`config.mk`:
```
export PLATFORM = sky130hd
export DESIGN_NAME = llc_cmd_dispatch
export DESIGN_NICKNAME = d
export VERILOG_FILES = /design/src/rtl/llc_cmd_dispatch.sv
export SDC_FILE = /design/constraint.sdc
export NUM_CORES = 1
export LEC_CHECK = 0
export CAP_MARGIN = 40
export CELL_PAD_IN_SITES_DETAIL_PLACEMENT = 2
export CELL_PAD_IN_SITES_GLOBAL_PLACEMENT = 2
export CORE_UTILIZATION = 33
export DETAILED_ROUTE_END_ITERATION = 6
export DONT_BUFFER_PORTS = 1
export GPL_TIMING_DRIVEN = 0
export HOLD_SLACK_MARGIN = 0.15
export MAX_ROUTING_LAYER = met4
export PLACE_DENSITY_LB_ADDON = 0.1
export SKIP_LAST_GASP = 1
export SLEW_MARGIN = 5
export SYNTH_ARGS = -nofsm -noshare
export SYNTH_HDL_FRONTEND = slang
export SYNTH_SLANG_ARGS = --single-unit
```
`constraint.sdc`:
```
create_clock -name clk -period 6.8 [get_ports clk]
set_clock_uncertainty 0.1 [all_clocks]
set_input_delay 0.68 -clock clk [delete_from_list [all_inputs] [get_ports clk]]
set_output_delay 0.68 -clock clk [all_outputs]
set_load 0.005 [all_outputs]
```
`src/rtl/llc_cmd_dispatch.sv`:
```
// Trace-to-LLC command dispatch: input FIFO, illegal-code filter, address split.
// Optional LLC_DISPATCH_STATS_EN adds saturating read/write/snoop/illegal counters.
module llc_cmd_dispatch #(
  parameter  int ADDR_W     = 32,
  parameter  int OFFSET_W   = 6,
  parameter  int INDEX_W    = 14,
  parameter  int FIFO_DEPTH = 4,
  localparam int TAG_W      = ADDR_W - INDEX_W - OFFSET_W,
  localparam int AW         = $clog2(FIFO_DEPTH),
  localparam int PW         = AW + 1
) (
  input  logic                clk,
  input  logic                rst,
  input  logic                in_valid,
  output logic                in_ready,
  input  logic [4:0]          in_command,
  input  logic [ADDR_W-1:0]   in_address,
  output logic                out_valid,
  input  logic                out_ready,
  output logic [3:0]          out_command,
  output logic [TAG_W-1:0]    out_tag,
  output logic [INDEX_W-1:0]  out_index,
  output logic [OFFSET_W-1:0] out_offset,
  output logic                illegal_cmd,
`ifdef LLC_DISPATCH_STATS_EN
  output logic [31:0]         stat_reads,
  output logic [31:0]         stat_writes,
  output logic [31:0]         stat_snoops,
  output logic [31:0]         stat_illegal,
`endif
  output logic [PW-1:0]       fifo_count
);

  localparam int EW = 5 + ADDR_W;

  typedef enum logic {S_EMPTY, S_FULL} state_e;

  state_e              state_q, state_d;
  logic [EW-1:0]       mem_q [FIFO_DEPTH];
  logic [PW-1:0]       wr_ptr_q, rd_ptr_q;
  logic [3:0]          cmd_q;
  logic [TAG_W-1:0]    tag_q;
  logic [INDEX_W-1:0]  idx_q;
  logic [OFFSET_W-1:0] off_q;
  logic                illegal_q;

  logic                full, empty, push;
  logic [EW-1:0]       head;
  logic [4:0]          head_cmd;
  logic [ADDR_W-1:0]   head_addr;
  logic                head_legal, load_ok;
  logic                load, drop, pop;

  assign full = (wr_ptr_q[AW] != rd_ptr_q[AW]) &&
                (wr_ptr_q[AW-1:0] == rd_ptr_q[AW-1:0]);
  assign empty    = (wr_ptr_q == rd_ptr_q);
  assign in_ready = !full;
  assign push     = in_valid && in_ready;

  assign head      = mem_q[rd_ptr_q[AW-1:0]];
  assign head_cmd  = head[EW-1 -: 5];
  assign head_addr = head[ADDR_W-1:0];
  assign head_legal = (head_cmd <= 5'd6) ||
                      (head_cmd == 5'd8) ||
                      (head_cmd == 5'd9);
  assign load_ok = !empty && head_legal;

  always_ff @(posedge clk) begin
    if (push) mem_q[wr_ptr_q[AW-1:0]] <= {in_command, in_address};
  end

  always_ff @(posedge clk or posedge rst) begin
    if (rst) begin
      wr_ptr_q <= '0;
      rd_ptr_q <= '0;
    end else begin
      if (push) wr_ptr_q <= wr_ptr_q + 1'b1;
      if (pop)  rd_ptr_q <= rd_ptr_q + 1'b1;
    end
  end

  assign fifo_count = wr_ptr_q - rd_ptr_q;

  always_ff @(posedge clk or posedge rst) begin
    if (rst) state_q <= S_EMPTY;
    else     state_q <= state_d;
  end

  always_comb begin
    state_d = state_q;
    unique case (state_q)
      S_EMPTY: if (load_ok) state_d = S_FULL;
      S_FULL:  if (out_ready) state_d = load_ok ? S_FULL : S_EMPTY;
      default: state_d = S_EMPTY;
    endcase
  end

  // Illegal heads are dropped regardless of output backpressure.
  always_comb begin
    out_valid = (state_q == S_FULL);
    load      = load_ok && (!out_valid || out_ready);
    drop      = !empty && !head_legal;
    pop       = load || drop;
  end

  always_ff @(posedge clk or posedge rst) begin
    if (rst) begin
      cmd_q     <= '0;
      tag_q     <= '0;
      idx_q     <= '0;
      off_q     <= '0;
      illegal_q <= 1'b0;
    end else begin
      illegal_q <= drop;
      if (load) begin
        cmd_q <= head_cmd[3:0];
        tag_q <= head_addr[ADDR_W-1 -: TAG_W];
        idx_q <= head_addr[INDEX_W+OFFSET_W-1 -: INDEX_W];
        off_q <= head_addr[OFFSET_W-1:0];
      end
    end
  end

  assign out_command = cmd_q;
  assign out_tag     = tag_q;
  assign out_index   = idx_q;
  assign out_offset  = off_q;
  assign illegal_cmd = illegal_q;

`ifdef LLC_DISPATCH_STATS_EN
  logic [31:0] rd_cnt_q, wr_cnt_q, sn_cnt_q, il_cnt_q;
  logic        issue, clr;

  assign issue = out_valid && out_ready;
  assign clr   = issue && (cmd_q == 4'd8);

  always_ff @(posedge clk or posedge rst) begin
    if (rst) begin
      rd_cnt_q <= '0;
      wr_cnt_q <= '0;
      sn_cnt_q <= '0;
      il_cnt_q <= '0;
    end else if (clr) begin
      rd_cnt_q <= '0;
      wr_cnt_q <= '0;
      sn_cnt_q <= '0;
      il_cnt_q <= '0;
    end else begin
      if (issue && (cmd_q == 4'd0 || cmd_q == 4'd2) && rd_cnt_q != '1)
        rd_cnt_q <= rd_cnt_q + 1'b1;
      if (issue && cmd_q == 4'd1 && wr_cnt_q != '1)
        wr_cnt_q <= wr_cnt_q + 1'b1;
      if (issue && cmd_q >= 4'd3 && cmd_q <= 4'd6 && sn_cnt_q != '1)
        sn_cnt_q <= sn_cnt_q + 1'b1;
      if (drop && il_cnt_q != '1)
        il_cnt_q <= il_cnt_q + 1'b1;
    end
  end

  assign stat_reads   = rd_cnt_q;
  assign stat_writes  = wr_cnt_q;
  assign stat_snoops  = sn_cnt_q;
  assign stat_illegal = il_cnt_q;
`endif

endmodule

```
==> results of run 1 <==
## metal layers
layer	GRT usage (%)	vias up	part of all wire, %
met5	-	-	0
met4	4.47	0	1.1
met3	5.92	10	6.7
met2	25.6	67	53
met1	15.7	1792	39
li1	-	1422	-
## synth_stat cells (3+ instances only)
master	instances	share of area (%)
edfxtp_1	148	60
dfrtp_1	44	15
mux4_2	37	11
mux2_4	30	6.0
inv_1	9	0.45
ha_1	7	1.2
a21oi_1	6	0.40
and2_1	6	0.50
mux2_2	6	0.91
nand2_1	6	0.30
buf_6	4	0.60
clkbuf_1	4	0.20
a211oi_1	3	0.30
buf_1	3	0.15
nand3_1	3	0.20
xnor2_1	3	0.35
## state kept, by name, indices dropped and copies added (netlist names)
name,count
mem_q,148
rd_ptr_q,3
wr_ptr_q,3
illegal_cmd,1
out_index,14
out_offset,6
out_tag,12
out_command,4
out_valid,1
## final timing paths
path | endpoint | slack, ns | cells past startpoint
min in group asynchronous | out_tag[7]$_DFFE_PP0P_ | 0.68 | 2
max in group asynchronous | out_index[8]$_DFFE_PP0P_ | 5.36 | 3
worst min-delay path | mem_q[2][14]$_DFFE_PP_ | 0.23 | 0
worst max-delay path | mem_q[3][20]$_DFFE_PP_ | 2.53 | 9
worst max register to register | mem_q[3][20]$_DFFE_PP_ | 2.53 | 9
worst min register to register | out_tag[4]$_DFFE_PP0P_ | 0.44 | 1
## logic make-up (layout without fill, tap and decap cells)
group | Yosys count | after routing | share of synthesized area, %
XOR/XNOR | 5 | 5 | 0.588
buffers and inverters | 21 | 61 | 1.48
adder cells (fa/ha/maj) | 8 | 8 | 1.45
AND/OR/NAND/NOR | 22 | 22 | 1.85
AO/OA/AOI/OAI | 21 | 21 | 2.02
multiplexers | 73 | 73 | 18.1
flip-flops | 192 | 192 | 74.5
## per-stage QoR
stage          instance area (µm²)  total power, mW  instances
6_report                      8550             4.28        662
5_1_grt                       8550             4.55        662
4_1_cts                       8550             4.40        662
3_5_place_dp                  7930             3.36        629
3_3_place_gp                  7800             3.28        622
2_1_floorplan                 7450             2.89        342
## report_power, final
part | switching [mW] | internal, mW
clock network | 0.484 | 0.531
registers | 0.175 | 1.64
logic | 0.712 | 0.742
## timing repair
| item | 4_1_cts | 5_1_grt |
|---|---|---|
| hold buffers | 1 | 0 |
| endpoints found under the hold margin | 21 | 0 |
| setup buffers | 0 | 0 |
## area by class of cell
| type | count | area [µm²] |
|---|---|---|
| plain buffers | 12 | 76.3 |
| clock buffers | 17 | 425 |
| clock inverters | 15 | 190 |
| fillers | 2038 | 13400 |
| inverters | 9 | 33.8 |
| multi-input cells | 129 | 1800 |
| flip-flops and latches | 192 | 5550 |
| well taps | 280 | 350 |
| repair buffers | 8 | 136 |
==> results.toml, run 1 <==
[synthesis]
synth-edff-count = 148
yosysSeqAreaShare_pct = 74.5
ys_ff_latch = 192
yosysWarnings = 0
syn_nets = 391
yosys.cell_types.count = 32
synth.avg_cell_area_um2 = 21.8
synth_cells = 342
async_flop_share_pct = 22.9
ys.flop_type = "edfxtp_1"
synth_area_um2 = 7450

[grt]
grt_use_total_pct = 14.9
grt_pass1_wl_mm = 24.0
grt_max_degree = 24
grt_overflow = 0
grt_pass1_vias = 3827
grt_antenna_before_repair = 0

[power]
powerDensity_nw_per_um2 = 501
p_leak_nw = 3.02
ir_worst_vdd_v = 0.000176

[detailed_routing]
wire_per_inst_um = 23.4
drc = 6
via_count = 3291
drtAntennaViolNets = 0
first_pass_iters = 6
vias_per_cell = 4.97
drt_iter0_markers = 139
wirelength_mm = 15.5

[setup_path]
crit_family = "buffers and inverters"
cp_max_fo = 20
cp.required_ns = 6.83
path_cells = "buf_1, clkbuf_1, inv_1, ha_1, and2_1, clkbuf_1, a21boi_1, and2_2, buf_12"
cp.buffers_inverters = 5
r2r-start = "rd_ptr_q[1]$_DFFE_PP0P_"
cp_slowest_cell = "and2_2"
crit_start = "rd_ptr_q[1]$_DFFE_PP0P_"
critPathMaxStageDelay_ns = 0.68
arrival_ns = 4.30
crit_type = "reg -> reg"
cp-start-kind = "flop"
path_common_cell = "clkbuf_1"
cp-end-kind = "flop"

[sta]
rsz0062_at_grt = "false"
slew_headroom_pct = 49.8
hold_violations = 0
setup_ws_ns = 2.53
setup_viol = 0
slew_viol_final = 0
holdWs_ns = 0.234
fin_crit_sh_pct = 62.8
fin_setup_tns_ns = 0
fmax_mhz = 234
min_period_ns = 4.27
worst_slew_pin_slew_ns = 0.752

[placed_design]
dp_slack_ns = 2.39
dp_hpwl_mm = 9.90
port_buffers = 0
gp_congestion = 0.697

[status]
status = "complete, but fails checks"
violations = "design-rule violations"

[clock_network]
cts_tree = "built"
clk-insertion-delay-late_ns = 0.43
cts-htree-levels = 4
root_buffer = "clkbuf_16"
cts_sinks = 192
ctsLongestPathBuffers = 2
clk_pin_slew_ns = 0.08
ctsResizeCount = 0
cts_buffers = 17

[finish]
drive_above_1_share_pct = 32.5
final_common_cell = "edfxtp_1"
area_growth_syn_to_layout_pct = 14.9
fin_util_pct = 39.0
num-nets-final = 418
layout_common_cells = "edfxtp_1, dfrtp_1, mux4_2, mux2_4, clkbuf_16"
antenna_cells = 0

[floorplanning]
initial_core_util_pct = 33.9
io_pins = 83
rows = 54
die_h_um = 152
coreArea_um2 = 22000
die_area_um2 = 23200
die_w_um = 152

[min_path]
worstHoldPathType = "in -> reg"
hold_start = "in_address[14]"

[run]
maxCapViolCount = 0
Power figures use the tool's default switching activity.
==> run 2: changes to the inputs <==
clock period = 3.6 ns   (was 6.8 ns; I/O delays follow)
==> run 2 against run 1 <==
The flow still finishes with violations (design-rule violations). Sequential cell count stayed put. Register-to-register slack worse by 2.2 ns. Sequential power rose by 89%. Final cell count increased by 6.8%. Clock power is 88% higher. Setup slack worse by 2.2 ns. Die area did not move. First-iteration DRC count decreased by 19%. Critical endpoint is now out_index[7]$_DFFE_PP0P_. Largest power group unchanged.
==> results.toml, run 2 (synthesized netlist as in run 1, its figures left out) <==
[floorplanning]
die_area_um2 = 23200
initial_core_util_pct = 33.9
coreArea_um2 = 22000
rows = 54
io_pins = 83
die_w_um = 152
die_h_um = 152

[sta]
worst_slew_pin_slew_ns = 0.756
rsz0062_at_grt = "false"
hold_violations = 0
slew_headroom_pct = 49.6
slew_viol_final = 0
fmax_mhz = 306
setup_ws_ns = 0.329
min_period_ns = 3.27
fin_crit_sh_pct = 90.9
setup_viol = 0
fin_setup_tns_ns = 0

[detailed_routing]
via_count = 3441
met3_length_um = 730
drt_iter0_markers = 112
drc = 6
drtAntennaViolNets = 0
vias_per_cell = 4.87
wirelength_mm = 15.8
top_layer = "met4"
wire_per_inst_um = 22.3
wl_met1_mm = 6.51
wl_met2_mm = 8.40
first_pass_iters = 6

[min_path]
worstHoldPathType = "in -> reg"
hold_path_depth = 2

[clock_network]
root_buffer = "clkbuf_16"
ctsLongestPathBuffers = 2
cts-htree-levels = 4
cts_buffers = 17
clk-insertion-delay-late_ns = 0.44
clk_pin_slew_ns = 0.07
cts_tree = "built"
cts_sinks = 192

[grt]
grt_use_total_pct = 15.2
grt_pass1_vias = 3955
grt_max_degree = 24
grt_pass1_wl_mm = 24.6
grt_overflow = 0
grt_antenna_before_repair = 0

[setup_path]
r2r_cells = 10
cp_slowest_cell = "dfrtp_1"
path_cells = "buf_2, clkbuf_2, inv_1, ha_1, and2_1, clkbuf_1, a21oi_2, nand4_4, buf_6, mux2_4"
cp-end-kind = "flop"
critPathMaxStageDelay_ns = 0.51
crit_type = "reg -> reg"
cp.required_ns = 3.81
cp_max_fo = 10
arrival_ns = 3.49
cp-start-kind = "flop"

[status]
status = "complete, but fails checks"
violations = "design-rule violations"

[power]
powerDensity_nw_per_um2 = 911
p_total_mw = 8.25
ir_worst_vdd_v = 0.000333
p_leak_nw = 3.23

[placed_design]
dp_hpwl_mm = 9.90
placed_area_um2 = 7930
port_buffers = 0
gp_congestion = 0.697
dp_cells = 629
dp_slack_ns = -0.810

[finish]
drive_above_1_share_pct = 31.4
final_common_cell = "edfxtp_1"
antenna_cells = 0
layoutNonFillerInstCount = 707
post-route-cell-area_um2 = 9050
largest_reg_flops = 148
layout_common_cells = "edfxtp_1, dfrtp_1, dlygate4sd3_1, mux4_2, mux2_4"
num-nets-final = 463
area_growth_syn_to_layout_pct = 21.5

[run]
maxCapViolCount = 0
==> run 2: stage by stage <==
| step | hold slack [ns] | util (%) |
|---|---|---|
| 3_5_place_dp | 0.260 | 36.1 |
| 4_1_cts | 0.155 | 40.7 |
| 6_report | 0.169 | 41.2 |
| 2_1_floorplan | 0.359 | - |
| 3_3_place_gp | 0.359 | 35.5 |
| 5_1_grt | 0.182 | 41.2 |
==> run 2: repair_timing <==
item / 4_1_cts / 5_1_grt
setup buffers: 0 / 7
pin swaps: 0 / 4
endpoints found under the setup margin: 187 / 81
hold endpoints to repair: 170 / 0
resized for setup: 7 / 0
hold buffers: 39 / 0
==> run 2: worst max-delay path, delay by kind of cell, from the launching register on <==
kind                     cells  cell delay, ns
adder cells (fa/ha/maj)      1            0.27
AND/OR/NAND/NOR              2            0.40
AO/OA/AOI/OAI                1            0.28
flip-flops                   1            0.51
multiplexers                 1            0.30
buffers and inverters        5            1.28
==> run 2: final timing paths <==
kind	end	start	slack, ns
max reg2reg	out_index[7]$_DFFE_PP0P_	rd_ptr_q[1]$_DFFE_PP0P_	0.33
max	out_index[7]$_DFFE_PP0P_	rd_ptr_q[1]$_DFFE_PP0P_	0.33
min reg2reg	out_tag[4]$_DFFE_PP0P_	out_tag[4]$_DFFE_PP0P_	0.44
max in group asynchronous	out_index[8]$_DFFE_PP0P_	rst	2.48
min	out_valid$_DFF_PP0_	out_ready	0.17
min in group asynchronous	out_tag[7]$_DFFE_PP0P_	rst	0.36
==> run 2: report_power, final <==
group          leakage, nW  total (mW)  internal (mW)  switching, mW
clock network        0.299        1.92           1.00          0.918
registers             1.87        3.42           3.09          0.331
logic                 1.06        2.90           1.51           1.39
total                 3.23        8.25           5.60           2.64
==> run 2: final cells by class <==
type	instances	area, µm²
inverter	9	33.8
clock inverter	15	190
multi-input combinational	129	1800
clock buffer	17	425
fill	2018	12900
timing repair buffer	53	619
tap	280	350
sequential	192	5550
buffer	12	78.8
==> run 2: layer usage <==
metal  vias to the layer above  global-route usage (%)
met5                         -                       -
met4                         0                    4.47
met3                         8                    4.52
met2                        65                    26.1
met1                      1855                    16.9
li1                       1513                       -
